$ cat config.mk
export PLATFORM = sky130hd
export DESIGN_NAME = toggle_port_responder
export DESIGN_NICKNAME = d
export VERILOG_FILES = /design/src/rtl/toggle_port_responder_pkg.sv /design/src/rtl/toggle_port_responder_fifo.sv /design/src/rtl/toggle_port_responder.sv
export SDC_FILE = /design/constraint.sdc
export NUM_CORES = 1
export LEC_CHECK = 0
export ABC_CLOCK_PERIOD_IN_PS = 3000
export CORE_ASPECT_RATIO = 0.9
export CORE_MARGIN = 1.5
export CORE_UTILIZATION = 35
export CTS_CLUSTER_SIZE = 24
export DETAILED_ROUTE_END_ITERATION = 7
export SLEW_MARGIN = 25
export SYNTH_ARGS = -nofsm -noshare
export SYNTH_HDL_FRONTEND = slang
export SYNTH_SLANG_ARGS = --single-unit
$ cat constraint.sdc
create_clock -name clk_sys -period 3 [get_ports clk_sys]
set_clock_uncertainty 0.05 [all_clocks]
set_input_delay 0.6 -clock clk_sys [delete_from_list [all_inputs] [get_ports clk_sys]]
set_output_delay 0.6 -clock clk_sys [all_outputs]
set_load 0.02 [all_outputs]
$ cat src/rtl/toggle_port_responder_pkg.sv
// toggle_port_pkg: shared request entry and FSM state types for the toggle port responder
package toggle_port_pkg;
  localparam int AW_DEF = 23;
  localparam int DW_DEF = 16;
  typedef struct packed {
    logic [AW_DEF-1:0] a;
    logic [1:0]        ds;
    logic              we;
    logic [DW_DEF-1:0] d;
  } req_entry_t;
  typedef enum logic {IDLE, ISSUE} state_t;
endpackage

$ cat src/rtl/toggle_port_responder_fifo.sv
// req_fifo: single-clock request FIFO; a push into a full FIFO is accepted when a pop happens on the same edge
module req_fifo #(
  parameter int W     = 42,
  parameter int DEPTH = 4
) (
  input  logic                     clk_sys,
  input  logic                     reset,
  input  logic                     push,
  input  logic                     pop,
  input  logic [W-1:0]             wdata,
  output logic [W-1:0]             rdata,
  output logic                     full,
  output logic                     empty,
  output logic [$clog2(DEPTH):0]   count
);
  localparam int PW = $clog2(DEPTH);
  logic [W-1:0]  mem [DEPTH];
  logic [PW-1:0] wr_ptr, rd_ptr;
  logic          do_push, do_pop;
  assign empty   = count == '0;
  assign full    = count == (PW+1)'(DEPTH);
  assign do_pop  = pop && !empty;
  assign do_push = push && (!full || do_pop);
  assign rdata   = mem[rd_ptr];
  always_ff @(posedge clk_sys or posedge reset) begin
    if (reset) begin
      wr_ptr <= '0;
      rd_ptr <= '0;
      count  <= '0;
    end else begin
      if (do_push) wr_ptr <= wr_ptr + 1'b1;
      if (do_pop) rd_ptr <= rd_ptr + 1'b1;
      count <= count + (PW+1)'(do_push) - (PW+1)'(do_pop);
    end
  end
  always_ff @(posedge clk_sys) begin
    if (do_push) mem[wr_ptr] <= wdata;
  end
endmodule

$ cat src/rtl/toggle_port_responder.sv
// toggle_port_responder: turns port_req toggles into queued req/ready memory transactions, acking each by a toggle
module toggle_port_responder
  import toggle_port_pkg::*;
#(
  parameter int AW    = 23,
  parameter int DW    = 16,
  parameter int DEPTH = 4
) (
  input  logic          clk_sys,
  input  logic          reset,
  input  logic          port_req,
  output logic          port_ack,
  input  logic [AW-1:0] port_a,
  input  logic [1:0]    port_ds,
  input  logic          port_we,
  input  logic [DW-1:0] port_d,
  output logic [DW-1:0] port_q,
  output logic          mem_req,
  output logic          mem_we,
  output logic [AW-1:0] mem_a,
  output logic [1:0]    mem_ds,
  output logic [DW-1:0] mem_d,
  input  logic [DW-1:0] mem_q,
  input  logic          mem_ready,
  output logic          busy,
  output logic          overflow
);
  localparam int EW = AW + 2 + 1 + DW;
  state_t                 state, state_nxt;
  logic                   req_seen, new_req, pop, done, full, empty;
  logic [$clog2(DEPTH):0] count;
  logic [EW-1:0]          head;
  assign new_req = port_req ^ req_seen;
  assign busy    = (count != '0) || (state == ISSUE);
  req_fifo #(.W(EW), .DEPTH(DEPTH)) u_fifo (
    .clk_sys (clk_sys),
    .reset   (reset),
    .push    (new_req),
    .pop     (pop),
    .wdata   ({port_a, port_ds, port_we, port_d}),
    .rdata   (head),
    .full    (full),
    .empty   (empty),
    .count   (count)
  );
  always_comb begin
    pop       = (state == IDLE) && !empty;
    done      = (state == ISSUE) && mem_ready;
    state_nxt = pop ? ISSUE : (done ? IDLE : state);
  end
  always_ff @(posedge clk_sys or posedge reset) begin
    if (reset) begin
      state    <= IDLE;
      req_seen <= 1'b0;
      port_ack <= 1'b0;
      port_q   <= '0;
      mem_req  <= 1'b0;
      mem_we   <= 1'b0;
      mem_a    <= '0;
      mem_ds   <= '0;
      mem_d    <= '0;
      overflow <= 1'b0;
    end else begin
      state    <= state_nxt;
      req_seen <= port_req;
      // a dropped request is never acked, so the initiator sees the parity slip
      if (new_req && full && !pop) overflow <= 1'b1;
      if (pop) begin
        {mem_a, mem_ds, mem_we, mem_d} <= head;
        mem_req <= 1'b1;
      end
      if (done) begin
        mem_req  <= 1'b0;
        port_ack <= ~port_ack;
        if (!mem_we) port_q <= mem_q;
      end
    end
  end
endmodule

==> results.py <==
metrics = {
    "drt": {
        "viasPerCell": 4.61,
        "routed-via-count": 4168,
        "ant_nets": 0,
        "routedWlPerCell_um": 18.4,
        "drc": 0,
        "routed_wl_um": 16700,
        "drtIter0Drc": 251,
        "dr.pass1.iters": 4,
    },
    "placed_design": {
        "dpl_worst_slack_ns": 0.361,
        "gp_congestion": 0.678,
        "portBuffers": 123,
        "dp_hpwl_um": 11000,
    },
    "critical_path": {
        "cp_slowest_stage_delay_ns": 0.56,
        "crit_fanout": 5,
        "cp-start-kind": "register",
        "critical_path_required_ns": 2.35,
        "critPathKind": "register to output pin",
        "crit_family": "buffers and inverters",
        "path_depth": 3,
        "critPathSlowestCell": "clkdlybuf4s50_1",
        "r2r_setup_slack_ns": 0.82,
        "cp_num_buf_inv": 1,
        "r2r_cells": 4,
        "path_cells": "nor3_2 -> nand2b_1 -> clkdlybuf4s50_1",
        "worstPathArrival_ns": 2.00,
        "endpoint_kind": "output pin",
    },
    "yosys": {
        "yosysWarnings": 0,
        "synth_ff_type": "edfxtp_1",
        "synthCells": 393,
        "synth_nets": 461,
        "ys_async_sr_fraction_pct": 29.4,
        "synth_enable_flop_cells": 168,
        "yosysMostFrequentCell": "edfxtp_1",
        "synthTopCellsByArea": "edfxtp_1, dfrtp_1, mux4_2",
        "ys_seq_elements": 238,
        "avgSynthCellArea_um2": 22.6,
        "synth_seq_area_share_pct": 76.7,
        "synth.top_cell.area_share_pct": 56.9,
        "synth_common_cells": "edfxtp_1, dfrtp_1, mux2_2",
        "yosysTopAreaCell": "edfxtp_1",
        "synth_cell_types": 28,
        "synth_area_um2": 8870,
    },
    "floorplanning": {
        "die_area_um2": 26300,
        "die_y_um": 154,
        "io_pins": 124,
        "core-area_um2": 25000,
        "rows": 55,
        "initial_core_util_pct": 35.5,
        "dieWidth_um": 171,
    },
    "clock_network": {
        "ctsResizeCount": 0,
        "cts_buffers": 25,
        "root_buffer": "clkbuf_16",
        "clk_latency_ns": 0.51,
        "htree_levels": 1,
        "cts.clk_slew.worst_paths_ns": 0.06,
        "clock_path_buffers": 3,
        "holdBufCountCts": 0,
        "clock-sinks": 238,
        "postCtsSetupRepairBufs": 0,
        "cts_tree": "built",
    },
    "pwr": {
        "cellPowerDensity_nw_per_um2": 1040,
        "ir_drop_v": 0.000479,
        "p_leak_nw": 4.03,
    },
    "timing": {
        "slew_headroom_pct": 43.0,
        "fmax_ghz": 0.377,
        "rsz0062_at_grt": "false",
        "fin_crit_ns": 2.65,
        "fin_crit_sh_pct": 88.3,
        "tightest_slew_ns": 0.854,
        "setup_viol": 0,
        "slew_violations": 0,
        "finalHoldViolations": 0,
        "fin_setup_tns_ns": 0,
        "timing.final.ws_setup_ns": 0.350,
    },
    "grt": {
        "grt_pass1_vias": 4587,
        "grt_usage_pct": 13.0,
        "grt_max_degree": 43,
        "antenna_found_initial": 1,
        "grt_pass1_wl_um": 26100,
        "gr-total-overflow": 0,
    },
    "status": {
        "status": "complete, no violations",
    },
    "cells_and_area": {
        "fill_cells": 2151,
        "drive_gt1_share_pct": 29.0,
        "area_growth_pct": 28.3,
        "post-route-util_pct": 45.5,
        "finalNetCount": 611,
    },
    "job": {
        "cap_violations": 0,
    },
    "hold_path": {
        "min_path_cells": 1,
        "hp-class": "register to register",
    },
}
-- per-stage QoR --
step	std cells	power [mW]	hold slack, ns	instance area [µm²]
after global placement	858	8.97	0.410	10600
after global routing	904	12.5	0.449	11400
final	905	11.8	0.427	11400
after detailed placement	858	9.08	0.421	10600
after floorplan	393	7.46	0.454	8870
after CTS	904	12.0	0.428	11400
-- routing by layer --
metal	vias to the layer above	routed length, µm	GRT usage [%]	part of all wire [%]
li1	1868	-	-	-
met1	2156	7220	17.0	43
met2	122	8090	21.7	48
met3	22	1140	3.47	6.9
met4	0	235	3.03	1.4
met5	-	0	0	0
-- layout by cell type, fill, tap and decap left out, types with 2 or more instances in the layout --
cell type	count
a21o_1	2
and2_2	4
buf_12	3
buf_4	14
clkbuf_1	7
clkbuf_16	25
clkbuf_8	4
clkdlybuf4s50_1	123
clkinv_2	6
dfrtp_1	68
edfxtp_1	168
ha_1	5
inv_1	5
inv_6	2
mux2_2	50
mux2_4	9
mux4_1	4
mux4_2	38
xnor2_1	5
xor2_1	2
-- logic make-up after synthesis --
group	synth area share, %
flops	76.7
mux	18.7
buf+inv	1.69
simple gates	0.974
xor+xnor	0.692
fa+ha+maj	0.931
compound gates	0.339
-- worst paths after layout --
check	from	to
hold / removal	port_ack	port_ack
setup / recovery	u_fifo.count[1]	busy
hold reg to reg	port_ack	port_ack
setup reg to reg	u_fifo.count[1]	mem_ds[1]
max in group asynchronous	reset	mem_d[1]
min in group asynchronous	reset	port_q[1]
-- worst reg2reg max path: stages (launching register included) --
cell     delay [ns]
dfrtp_1        0.47
nor3_2         0.12
nor2_4         0.66
buf_4          0.40
mux2_2         0.37
-- layout make-up --
type | instances | area, µm² | area share [%]
diodes | 1 | 2.50 | 0.0220
clock buffers | 36 | 707 | 6.21
clock inverters | 10 | 88.8 | 0.781
inverters | 6 | 23.8 | 0.209
multi-input cells | 132 | 1930 | 17.0
flip-flops and latches | 238 | 6800 | 59.8
well taps | 342 | 428 | 3.76
repair buffers | 140 | 1400 | 12.3
-- power by group --
group          leakage (nW)  internal (mW)  switching, mW
logic                  1.28           2.11           1.71
clock network         0.392           1.73           1.19
registers              2.35           4.54          0.543
total                  4.03           8.38           3.45
-- registers in the layout, indices dropped and copies added, names as in the netlist, 2 cells and up --
signal,flops
u_fifo.count,3
u_fifo.wr_ptr,2
mem_a,23
u_fifo.mem,168
u_fifo.rd_ptr,2
mem_ds,2
mem_d,16
port_q,16
(Power assumes the default switching activity.)
==> RTL change 1, RTL diff (same flow settings) <==
Make the reset (`reset`) synchronous in 2 clocked blocks.
--- a/src/rtl/toggle_port_responder_fifo.sv
+++ b/src/rtl/toggle_port_responder_fifo.sv
@@ -24,3 +24,3 @@
   assign rdata   = mem[rd_ptr];
-  always_ff @(posedge clk_sys or posedge reset) begin
+  always_ff @(posedge clk_sys) begin
     if (reset) begin
--- a/src/rtl/toggle_port_responder.sv
+++ b/src/rtl/toggle_port_responder.sv
@@ -50,3 +50,3 @@
   end
-  always_ff @(posedge clk_sys or posedge reset) begin
+  always_ff @(posedge clk_sys) begin
     if (reset) begin
Check against the original RTL: differs if reset is asserted again (counterexample within 4 cycles, from zero or initial values and one cycle with reset high); with reset held inactive, the same outputs for 10 cycles.
==> RTL change 1 against the unedited design <==
  * Global-route usage rose by 0.41 points
  * Core utilization shrank 0.097 points
  * Sequential cell count did not move
  * Non-clock buffer count fell by 5
  * Area after synthesis down 2.8%
  * Cell count increased by 1.2%
  * Setup slack worse by 72 ps
  * Fmax is 2.6% lower
  * Wire length grew 1.9%
  * Total power shrank 13%
  * Design area down 3.4%
  * Combinational power shrank 31%
  * Critical path type unchanged
  * Largest cell class unchanged
==> RTL change 1: results (changes against the unedited design) <==
{| class="wikitable"
! Metric !! Value
|-
| Largest fanout on the critical path || 6 (was 5)
|-
| Critical hold path startpoint || port_q[2] (was port_ack)
|-
| Cell count after placement || 870 (was 858)
|-
| Detailed Place HPWL || 10400 um (was 11000 um)
|-
| DRC violation total after the first TritonRoute iteration || 321 (was 251)
|-
| Minimum setup slack among reg-to-reg paths || 760 ps (was 820 ps)
|-
| Skew-Pair Late Insertion Delay || 530 ps (was 510 ps)
|-
| FFs w/ async S/R, synth || 0% (was 29.4%)
|-
| Top post-synthesis cells by area || sky130_fd_sc_hd__edfxtp_1 (59%), sky130_fd_sc_hd__dfxtp_1 (16%), sky130_fd_sc_hd__mux4_2 (10%) (was sky130_fd_sc_hd__edfxtp_1 (57%), sky130_fd_sc_hd__dfrtp_1 (20%), sky130_fd_sc_hd__mux4_2 (9.7%))
|-
| # fillers || 2077 (was 2151)
|-
| Run status || completed (unchanged)
|-
| RePlAce Congestion || 0.718 (was 0.678)
|-
| Buffers outside the clock class || 135 (was 140)
|-
| Count of TritonRoute iterations in the first routing pass || 6 (was 4)
|-
| Most common library cells after synthesis || sky130_fd_sc_hd__edfxtp_1 (168), sky130_fd_sc_hd__dfxtp_1 (70), sky130_fd_sc_hd__a22o_1 (40), sky130_fd_sc_hd__mux4_2 (40), sky130_fd_sc_hd__nand2_1 (34) (was sky130_fd_sc_hd__edfxtp_1 (168), sky130_fd_sc_hd__dfrtp_1 (70), sky130_fd_sc_hd__mux2_2 (50), sky130_fd_sc_hd__mux4_2 (38), sky130_fd_sc_hd__mux2_4 (9))
|-
| First-pass GRT wire length || 26600 um (was 26100 um)
|-
| Number of cells on the worst hold path || 2 (was 1)
|-
| WHS || 410 ps (was 427 ps)
|-
| Clock buffers || 31 (was 36)
|-
| Final worst path period share || 90.7% (was 88.3%)
|-
| Number of multi-input combinational cells in the layout || 184 (was 132)
|-
| Number of nets produced by synthesis || 520 (was 461)
|-
| Lkg Pwr || 3.67 nW (was 4.03 nW)
|-
| Fraction of final layout cells with drive strength greater than 1 || 17.3% (was 29.0%)
|-
| Worst reg-to-reg path cell count || 9 (was 4)
|-
| Multi-input gate share of the layout cell area || 17.5% (was 17.0%)
|-
| Startpoint of the most critical register-to-register path || u_fifo.count[1] (unchanged)
|-
| Floorplan core area || 24200 um^2 (was 25000 um^2)
|-
| Worst-Margin Slew || 908 ps (was 854 ps)
|}
-- RTL change 1: cell families (layout without fill, tap and decap cells) --
group           count (synthesis)  count (layout)  synth area share [%]
fa+ha+maj                       6               6                 0.958
simple gates                   61              61                  3.51
compound gates                 71              71                  6.25
buf+inv                        30             186                  3.05
mux                            42              42                  11.1
xor+xnor                        4               4                 0.406
flops                         238             238                  74.8
-- RTL change 1: where the power goes --
group	internal [mW]	leakage [nW]	total, mW	switching [mW]
Clock	1.87	0.409	3.10	1.23
Combinational	1.43	1.14	2.64	1.21
Sequential	4.07	2.12	4.56	0.488
Total	7.37	3.67	10.3	2.93
-- RTL change 1: per-layer routing --
layer	GRT usage (%)	wire length, um
met2	22.7	8120
met3	2.94	868
met4	3.19	342
met5	0	0
met1	17.7	7670
-- RTL change 1: critical path, stage by stage, from the launching register on --
cell,delay (ps)
sky130_fd_sc_hd__dfxtp_1,380
sky130_fd_sc_hd__nor3_2,450
sky130_fd_sc_hd__nand2_1,150
sky130_fd_sc_hd__clkdlybuf4s50_1,580
==> RTL change 2, RTL diff (same flow settings) <==
Made on the original files. The parameter `AW` goes from 23 to 46.
--- a/src/rtl/toggle_port_responder.sv
+++ b/src/rtl/toggle_port_responder.sv
@@ -4,3 +4,3 @@
 #(
-  parameter int AW    = 23,
+  parameter int AW    = 46,
   parameter int DW    = 16,
Interface: changed (resized mem_a and port_a); port bits go from 124 to 170. No check against the original RTL was run, so the function may have changed too.
==> RTL change 2 against the unedited design <==
  * Cell count increased by 41%
  * Design area grew 48%
  * Total power grew 51%
  * Clock power grew 61%
  * Sequential cell count increased by 115
  * Combinational power increased by 51%
  * Via count grew 42%
  * Wire length is 53% higher
  * Die area increased by 47%
  * Setup slack lost 49 ps
  * Area after synthesis rose by 48%
  * Highest routed layer unchanged
==> RTL change 2: results (changes against the unedited design) <==
{| class="wikitable"
! Metric !! Value
|-
| Initial antenna violation count || 0 (was 1)
|-
| Worst-case vdd ir drop || 447 uV (was 479 uV)
|-
| Largest net degree at the start of global routing || 94 (was 43)
|-
| Number of nets produced by synthesis || 653 (was 461)
|-
| Number of nets at the end of the flow || 855 (was 611)
|-
| Detailed Place HPWL || 16000 um (was 11000 um)
|-
| Worst-Margin Slew || 686 ps (was 854 ps)
|-
| Switching pwr || 5.06 mW (was 3.45 mW)
|-
| Endpoint arrival time on the critical path || 2050 ps (was 2000 ps)
|-
| RePlAce Congestion || 0.682 (was 0.678)
|-
| Run status || completed (unchanged)
|-
| Via count of the first global-routing pass || 6493 (was 4587)
|-
| Total number of vias || 5919 (was 4168)
|-
| # fillers || 3149 (was 2151)
|-
| Drt total wl || 25600 um (was 16700 um)
|-
| Unique cell type count in the Yosys netlist || 29 (was 28)
|-
| First-pass GRT wire length || 40000 um (was 26100 um)
|-
| FFs w/ async S/R, synth || 26.3% (was 29.4%)
|-
| CTS Buf Count || 38 (was 25)
|-
| Sequential area share after synthesis || 77.4% (was 76.7%)
|-
| Fraction of final layout cells with drive strength greater than 1 || 28.2% (was 29.0%)
|-
| Number of port buffers || 169 (was 123)
|-
| DRC violation total after the first TritonRoute iteration || 336 (was 251)
|-
| Biggest registers after layout || u_fifo.mem (260), mem_a (46) (was u_fifo.mem (168), mem_a (23))
|-
| Lkg Pwr || 5.87 nW (was 4.03 nW)
|-
| Clock H-tree levels || 2 (was 1)
|}
==> RTL change 2: logic make-up (layout without fill, tap and decap cells) <==
logic type | Yosys count | count (layout) | synth area share, %
adders and majority gates | 6 | 6 | 0.631
DFF | 353 | 353 | 77.4
and+or+nand+nor | 14 | 14 | 0.621
buffers and inverters | 31 | 261 | 1.61
muxes | 147 | 147 | 19.0
AOI/OAI and AO/OA | 4 | 4 | 0.229
xor gates and xnor gates | 7 | 7 | 0.468
==> RTL change 2: routing by layer <==
metal,vias to the layer above,global-route usage [%],wire [um]
met4,0,3.62,462
met1,3082,18.8,11300
met3,35,3.18,1210
met5,-,0,0
met2,135,22.3,12600
li1,2667,-,-
==> RTL change 2: worst paths after layout <==
kind	from	end	slack [ps]	depth (start not counted)
worst max-delay path	u_fifo.count[1]	busy	300	3
worst min-delay path	overflow	overflow	420	2
worst max register to register	u_fifo.rd_ptr[0]	mem_a[6]	990	3
worst min register to register	overflow	overflow	420	2
max in group asynchronous	reset	u_fifo.rd_ptr[0]	1870	3
min in group asynchronous	reset	mem_a[42]	530	3
==> RTL change 2: layout make-up <==
cell class	count	area [um^2]	share of cell area, %
multi-input cells	178	2770	16.5
well taps	483	604	3.60
repair buffers	187	1990	11.8
clock buffers	52	1070	6.35
clock inverters	16	201	1.20
flip-flops and latches	353	10100	60.4
inverters	6	26.3	0.156
==> RTL change 2: worst min-delay path, stage by stage (launching register included) <==
cell,delay (ps)
sky130_fd_sc_hd__dfrtp_1,340
sky130_fd_sc_hd__inv_1,40
sky130_fd_sc_hd__o41ai_1,50
==> RTL change 2: power groups by stage <==
stage | combinational [mW] | clock, mW | sequential, mW
after floorplan | 3.10 | 0 | 7.95
after global placement | 5.88 | 0 | 7.51
after detailed placement | 5.91 | 0 | 7.54
after CTS | 5.94 | 4.85 | 7.45
after global routing | 6.21 | 5.04 | 7.58
final | 5.77 | 4.70 | 7.41
==> RTL change 2: per-stage QoR <==
stage / instance area, um^2 / worst slack, ps / instances / utilization (%)
finish: 16800 / 301 / 1275 / 45.3
global route: 16800 / 216 / 1275 / 45.3
CTS: 16800 / 271 / 1275 / 45.3
detailed placement: 15500 / 403 / 1207 / 41.9
global placement: 15500 / 410 / 1207 / 41.9
floorplan: 13100 / 526 / 562 / -
